===== src/rtl/pio_pkg.sv =====
// Shared definitions for the PIO instruction encoder: opcodes, field widths, FSM states.
package pio_pkg;

    localparam logic [2:0] OP_JMP  = 3'd0;
    localparam logic [2:0] OP_WAIT = 3'd1;
    localparam logic [2:0] OP_IN   = 3'd2;
    localparam logic [2:0] OP_OUT  = 3'd3;
    localparam logic [2:0] OP_PUSH = 3'd4;
    localparam logic [2:0] OP_MOV  = 3'd5;
    localparam logic [2:0] OP_IRQ  = 3'd6;
    localparam logic [2:0] OP_SET  = 3'd7;

    localparam int unsigned OpW     = 3;
    localparam int unsigned FieldW  = 5;
    localparam int unsigned Op1W    = 3;
    localparam int unsigned Op2W    = 5;
    localparam int unsigned WordW   = OpW + FieldW + Op1W + Op2W;

    localparam logic [2:0] SIDESET_MAX = 3'd5;

    typedef enum logic [1:0] {
        StIdle,
        StLoad,
        StWrite,
        StDone
    } enc_state_e;

    function automatic logic [2:0] clamp_sideset(input logic [2:0] ss);
        return (ss > SIDESET_MAX) ? SIDESET_MAX : ss;
    endfunction

endpackage


===== src/rtl/instr_pack.sv =====
// Combinational packer: builds {op, F, op1, op2} with the delay/side-set field truncated.
// The overflow output exists only when ENCODER_CHECK_EN is defined.
module instr_pack
    import pio_pkg::*;
(
    input  logic [OpW-1:0]    op_i,
    input  logic [Op1W-1:0]   op1_i,
    input  logic [Op2W-1:0]   op2_i,
    input  logic [FieldW-1:0] delay_i,
    input  logic [FieldW-1:0] side_set_i,
    input  logic [2:0]        sideset_bits_i,
`ifdef ENCODER_CHECK_EN
    output logic              overflow_o,
`endif
    output logic [WordW-1:0]  word_o
);

    logic [2:0]        ss;
    logic [FieldW-1:0] mask;
    logic [FieldW-1:0] field;

    always_comb begin
        ss    = clamp_sideset(sideset_bits_i);
        // 5-bit arithmetic: for ss=5 the shift yields 0 and the subtract wraps to all ones.
        mask  = (5'd1 << ss) - 5'd1;
        field = (delay_i << ss) | (side_set_i & mask);
        word_o = {op_i, field, op1_i, op2_i};
    end

`ifdef ENCODER_CHECK_EN
    always_comb begin
        overflow_o = ((delay_i >> (3'd5 - ss)) != 5'd0) ||
                     (side_set_i > mask) ||
                     (sideset_bits_i > SIDESET_MAX);
    end
`endif

endmodule


===== src/rtl/instr_encoder.sv =====
// Program-load encoder: accepts instruction fields, packs them and writes one word per two cycles.
// Optional field-overflow checking is built when ENCODER_CHECK_EN is defined.
module instr_encoder
    import pio_pkg::*;
#(
    parameter int unsigned ADDR_BITS = 5
) (
    input  logic                 pclk,
    input  logic                 resetn,
    input  logic                 load_start,
    input  logic [ADDR_BITS-1:0] start_addr,
    input  logic [ADDR_BITS:0]   length,
    input  logic [2:0]           sideset_bits,
    input  logic                 in_valid,
    output logic                 in_ready,
    input  logic [2:0]           op,
    input  logic [2:0]           op1,
    input  logic [4:0]           op2,
    input  logic [4:0]           delay,
    input  logic [4:0]           side_set,
    output logic                 mem_we,
    output logic [ADDR_BITS-1:0] mem_addr,
    output logic [15:0]          mem_wdata,
    output logic                 done,
    output logic                 err_overflow,
    output logic [ADDR_BITS-1:0] err_addr
);

    localparam logic [ADDR_BITS-1:0] AddrOne = 1;
    localparam logic [ADDR_BITS:0]   RemOne  = 1;

    enc_state_e           state_q;
    logic                 in_ready_q;
    logic                 mem_we_q;
    logic [ADDR_BITS-1:0] mem_addr_q;
    logic [15:0]          mem_wdata_q;
    logic                 done_q;
    logic [ADDR_BITS:0]   remaining_q;
    logic [2:0]           sideset_q;
    logic [15:0]          packed_word;
    logic                 handshake;

`ifdef ENCODER_CHECK_EN
    logic                 overflow;
    logic                 err_overflow_q;
    logic [ADDR_BITS-1:0] err_addr_q;
`endif

    instr_pack u_pack (
        .op_i           (op),
        .op1_i          (op1),
        .op2_i          (op2),
        .delay_i        (delay),
        .side_set_i     (side_set),
        .sideset_bits_i (sideset_q),
`ifdef ENCODER_CHECK_EN
        .overflow_o     (overflow),
`endif
        .word_o         (packed_word)
    );

    assign handshake = in_valid && in_ready_q;

    // Outputs are registered alongside the state so each is high exactly in its own state.
    always_ff @(posedge pclk or negedge resetn) begin
        if (!resetn) begin
            state_q        <= StIdle;
            in_ready_q     <= 1'b0;
            mem_we_q       <= 1'b0;
            mem_addr_q     <= '0;
            mem_wdata_q    <= '0;
            done_q         <= 1'b0;
            remaining_q    <= '0;
            sideset_q      <= '0;
`ifdef ENCODER_CHECK_EN
            err_overflow_q <= 1'b0;
            err_addr_q     <= '0;
`endif
        end else begin
            unique case (state_q)
                StIdle: begin
                    if (load_start) begin
                        mem_addr_q     <= start_addr;
                        remaining_q    <= length;
                        sideset_q      <= sideset_bits;
`ifdef ENCODER_CHECK_EN
                        err_overflow_q <= 1'b0;
                        err_addr_q     <= '0;
`endif
                        if (length == '0) begin
                            state_q <= StDone;
                            done_q  <= 1'b1;
                        end else begin
                            state_q    <= StLoad;
                            in_ready_q <= 1'b1;
                        end
                    end
                end
                StLoad: begin
                    if (handshake) begin
                        mem_wdata_q <= packed_word;
                        mem_we_q    <= 1'b1;
                        in_ready_q  <= 1'b0;
                        state_q     <= StWrite;
`ifdef ENCODER_CHECK_EN
                        if (overflow && !err_overflow_q) begin
                            err_overflow_q <= 1'b1;
                            err_addr_q     <= mem_addr_q;
                        end
`endif
                    end
                end
                StWrite: begin
                    mem_we_q    <= 1'b0;
                    mem_addr_q  <= mem_addr_q + AddrOne;
                    remaining_q <= remaining_q - RemOne;
                    if (remaining_q == RemOne) begin
                        state_q <= StDone;
                        done_q  <= 1'b1;
                    end else begin
                        state_q    <= StLoad;
                        in_ready_q <= 1'b1;
                    end
                end
                StDone: begin
                    done_q  <= 1'b0;
                    state_q <= StIdle;
                end
                default: begin
                    state_q    <= StIdle;
                    in_ready_q <= 1'b0;
                    mem_we_q   <= 1'b0;
                    done_q     <= 1'b0;
                end
            endcase
        end
    end

    assign in_ready  = in_ready_q;
    assign mem_we    = mem_we_q;
    assign mem_addr  = mem_addr_q;
    assign mem_wdata = mem_wdata_q;
    assign done      = done_q;

`ifdef ENCODER_CHECK_EN
    assign err_overflow = err_overflow_q;
    assign err_addr     = err_addr_q;
`else
    assign err_overflow = 1'b0;
    assign err_addr     = '0;
`endif

endmodule


===== config.mk =====
export PLATFORM = sky130hd
export DESIGN_NAME = instr_encoder
export DESIGN_NICKNAME = d
export VERILOG_FILES = /design/src/rtl/pio_pkg.sv /design/src/rtl/instr_pack.sv /design/src/rtl/instr_encoder.sv
export SDC_FILE = /design/constraint.sdc
export NUM_CORES = 1
export LEC_CHECK = 0
export ABC_AREA = 1
export BUFFER_PORTS_ARGS = -buffer_cell sky130_fd_sc_hd__buf_4
export CAP_MARGIN = 5
export CORE_AREA = 2 2 81 83
export CTS_CLUSTER_DIAMETER = 50
export DETAILED_ROUTE_END_ITERATION = 6
export DIE_AREA = 0 0 83 85
export GPL_TIMING_DRIVEN = 0
export PLACE_DENSITY = 0.56
export SLEW_MARGIN = 5
export SYNTH_ARGS = -nofsm -noshare
export SYNTH_HDL_FRONTEND = slang
export SYNTH_SLANG_ARGS = --single-unit

===== constraint.sdc =====
create_clock -name pclk -period 2.44 [get_ports pclk]
set_input_delay 0.366 -clock pclk [delete_from_list [all_inputs] [get_ports pclk]]
set_output_delay 0.366 -clock pclk [all_outputs]
set_load 0.01 [all_outputs]

==> flow_summary.json <==
{
  "status": "finished clean",
  "rsz0062_at_grt": "no",
  "finalCritPeriodShare_pct": 59.87,
  "ir_worst_vdd_mv": 0.4005,
  "max_freq_mhz": 684.6,
  "drtIter0Drc": 71,
  "cts_buffer_depth": 2,
  "antenna_cells": 0,
  "syn-cell-area_um2": 1967,
  "placed_cells": 409,
  "syn_inst": 265,
  "start_kind": "flip-flop",
  "yosys.area.top_type": "dfrtp_1",
  "fin_cells": 417,
  "synth-seq-cells": 35,
  "hpwl_um": 3693,
  "leakage_nw": 1.417,
  "cts-root-buf": "clkbuf_8",
  "finalSetupViolations": 0,
  "cpLargestDelayFamily": "simple AND/OR/NAND/NOR gates",
  "dr.pass1.iters": 4,
  "ios": 69,
  "cp_slowest_cell": "dfrtp_1",
  "grt_pass1_vias": 1807,
  "grt_max_degree": 36,
  "start_util_pct": 31.70,
  "critPathKind": "flip-flop to flip-flop",
  "cp_cell_sequence": "buf_2 -> nor2_1 -> nand2_1 -> ha_1 -> inv_1 -> nand2_1 -> nand3_1 -> nand3_1 -> nand2_1 -> inv_1",
  "nNetsFinal": 382,
  "rows": 29,
  "cts_tree": "done",
  "post-cts-setup-buffers": 0,
  "arrival_ns": 1.65,
  "cp_num_buf_inv": 3,
  "drcViolationCount": 0,
  "antenna_found_initial": 0,
  "synthTopCellsByArea": "dfrtp_1 45%, nand2_1 17%, nand3_1 6.1%",
  "period_needed_ns": 1.461,
  "finalMaxSlewViolations": 0,
  "area_delta_synth_final_pct": 34.29,
  "antenna_left": 0,
  "dieArea_um2": 7055,
  "vias": 1896,
  "insertion_delay_ns": 0.29,
  "postRouteWirelength_um": 4895,
  "cp-end-kind": "flip-flop",
  "overflow": 0,
  "crit_fanout": 9,
  "max_stage_delay_ns": 0.36,
  "ys_seq_area_share_pct": 44.53,
  "drive_gt1_share_pct": 28.24,
  "via_per_inst": 4.547,
  "crit_top_cell": "nand2_1",
  "cts.repair.resized": 0,
  "grt_usage_pct": 14.74,
  "wl_per_cell_um": 11.74,
  "hold_buffers": 0,
  "avgSynthCellArea_um2": 7.422,
  "clk_pin_slew_ns": 0.08,
  "clock-sinks": 35,
  "die_w_um": 83,
  "finalClockSkew_ns": 0.008751,
  "hold_viol": 0,
  "worstPathRequired_ns": 2.63,
  "ys_types": 27,
  "yosysTopAreaCellShare_pct": 44.53,
  "yosysWarnings": 0,
  "drv_cap": 0,
  "cts_max_level": 2,
  "numCtsBuffers": 5,
  "dieHeight_um": 85,
  "setup_tns_ns": 0,
  "worstHoldPathType": "input pin to async pin",
  "core-area_um2": 6205,
  "place.gp.congestion": 0.8298,
  "p_per_area_nw_per_um2": 1139,
  "grt_pass1_wl_um": 8404,
  "port_buffers": 62
}
-- final cells by class --
| cell class | instances | area (um2) |
|---|---|---|
| buffer | 13 | 100.1 |
| clock buffer | 5 | 68.82 |
| clock inverter | 3 | 25.02 |
| fill | 655 | 3563 |
| inverter | 24 | 90.09 |
| multi-input combinational | 198 | 919.6 |
| sequential | 35 | 875.8 |
| tap | 77 | 96.34 |
| timing repair buffer | 62 | 465.4 |
-- cell usage in the layout, fill, tap and decap left out, drive strengths merged, types with 2 or more instances in the layout --
cell type,instances
nand2,92
buf,75
dfrtp,35
nor2,31
nand3,25
inv,23
o21ai,14
a21oi,10
nand4,7
conb,6
clkbuf,5
ha,4
clkinv,3
o22ai,2
o211ai,2
-- flip-flops by register name (all words and copies together) (netlist names) --
name / cells
mem_wdata: 16
remaining_q: 6
sideset_q: 3
in_ready: 1
mem_we: 1
mem_addr: 5
state_q: 2
done: 1
-- per-layer routing --
metal	share of wire (%)	global-route usage (%)
met4	1.3	5.365
met2	46	23.83
met1	48	19.24
met3	5.1	3.696
met5	0	0
-- through the flow --
| step | instance area, um2 | total power [mW] | hold WS (ns) | utilization, % | setup slack, ns |
|---|---|---|---|---|---|
| final | 2641 | 3.010 | 0.01950 | 42.57 | 0.9793 |
| after global routing | 2641 | 3.310 | 0.05209 | 42.57 | 0.7750 |
| after CTS | 2641 | 3.056 | 0.03588 | 42.57 | 0.9809 |
| after detailed placement | 2547 | 2.603 | 0.3580 | 41.06 | 0.9960 |
| after global placement | 2547 | 2.578 | 0.3615 | 41.06 | 1.004 |
| after floorplan | 1986 | 2.019 | 0.07041 | - | 1.112 |
-- logic make-up (layout without fill, tap and decap cells) --
group           Yosys count  after routing  share of synthesized area (%)
simple gates            158            158                          34.67
other cells               1              6                         0.1907
compound gates           29             29                          7.951
xor+xnor                  1              1                         0.4454
buf+inv                  37            107                          9.669
fa+ha+maj                 4              4                          2.545
flops                    35             35                          44.53
-- path summary, 6_finish.rpt --
check | endpoint | cells past startpoint | slack, ns | from
min | remaining_q[1] | 1 | 0.02 | resetn
max in group asynchronous | in_ready | 1 | 2.10 | resetn
max reg2reg | mem_wdata[10] | 10 | 0.98 | sideset_q[1]
min reg2reg | mem_wdata[2] | 2 | 0.48 | mem_wdata[2]
max | mem_wdata[10] | 10 | 0.98 | sideset_q[1]
min in group pclk | mem_wdata[6] | 3 | 0.26 | op1[1]
-- cell usage after synthesis --
cell	instances
nand2_1	89
dfrtp_1	35
nor2_1	27
nand3_1	24
inv_1	19
a21oi_1	10
buf_4	9
o21ai_0	9
nand4_1	7
o21ai_1	5
ha_1	4
inv_2	4
nand2_2	3
buf_2	2
buf_6	2
nor2_2	2
nor2_4	2
o211ai_1	2
o22ai_1	2
clkinv_1	1
conb_1	1
nand3_2	1
nand3b_1	1
nor3_1	1
o221ai_1	1
or2_2	1
xnor2_1	1
-- power breakdown --
part	internal, mW	total, mW	switching [mW]
combinational	0.660	1.49	0.830
clock	0.204	0.435	0.231
sequential	0.853	1.08	0.232
total	1.72	3.01	1.29
No activity file was read; power rests on OpenSTA's default activity.
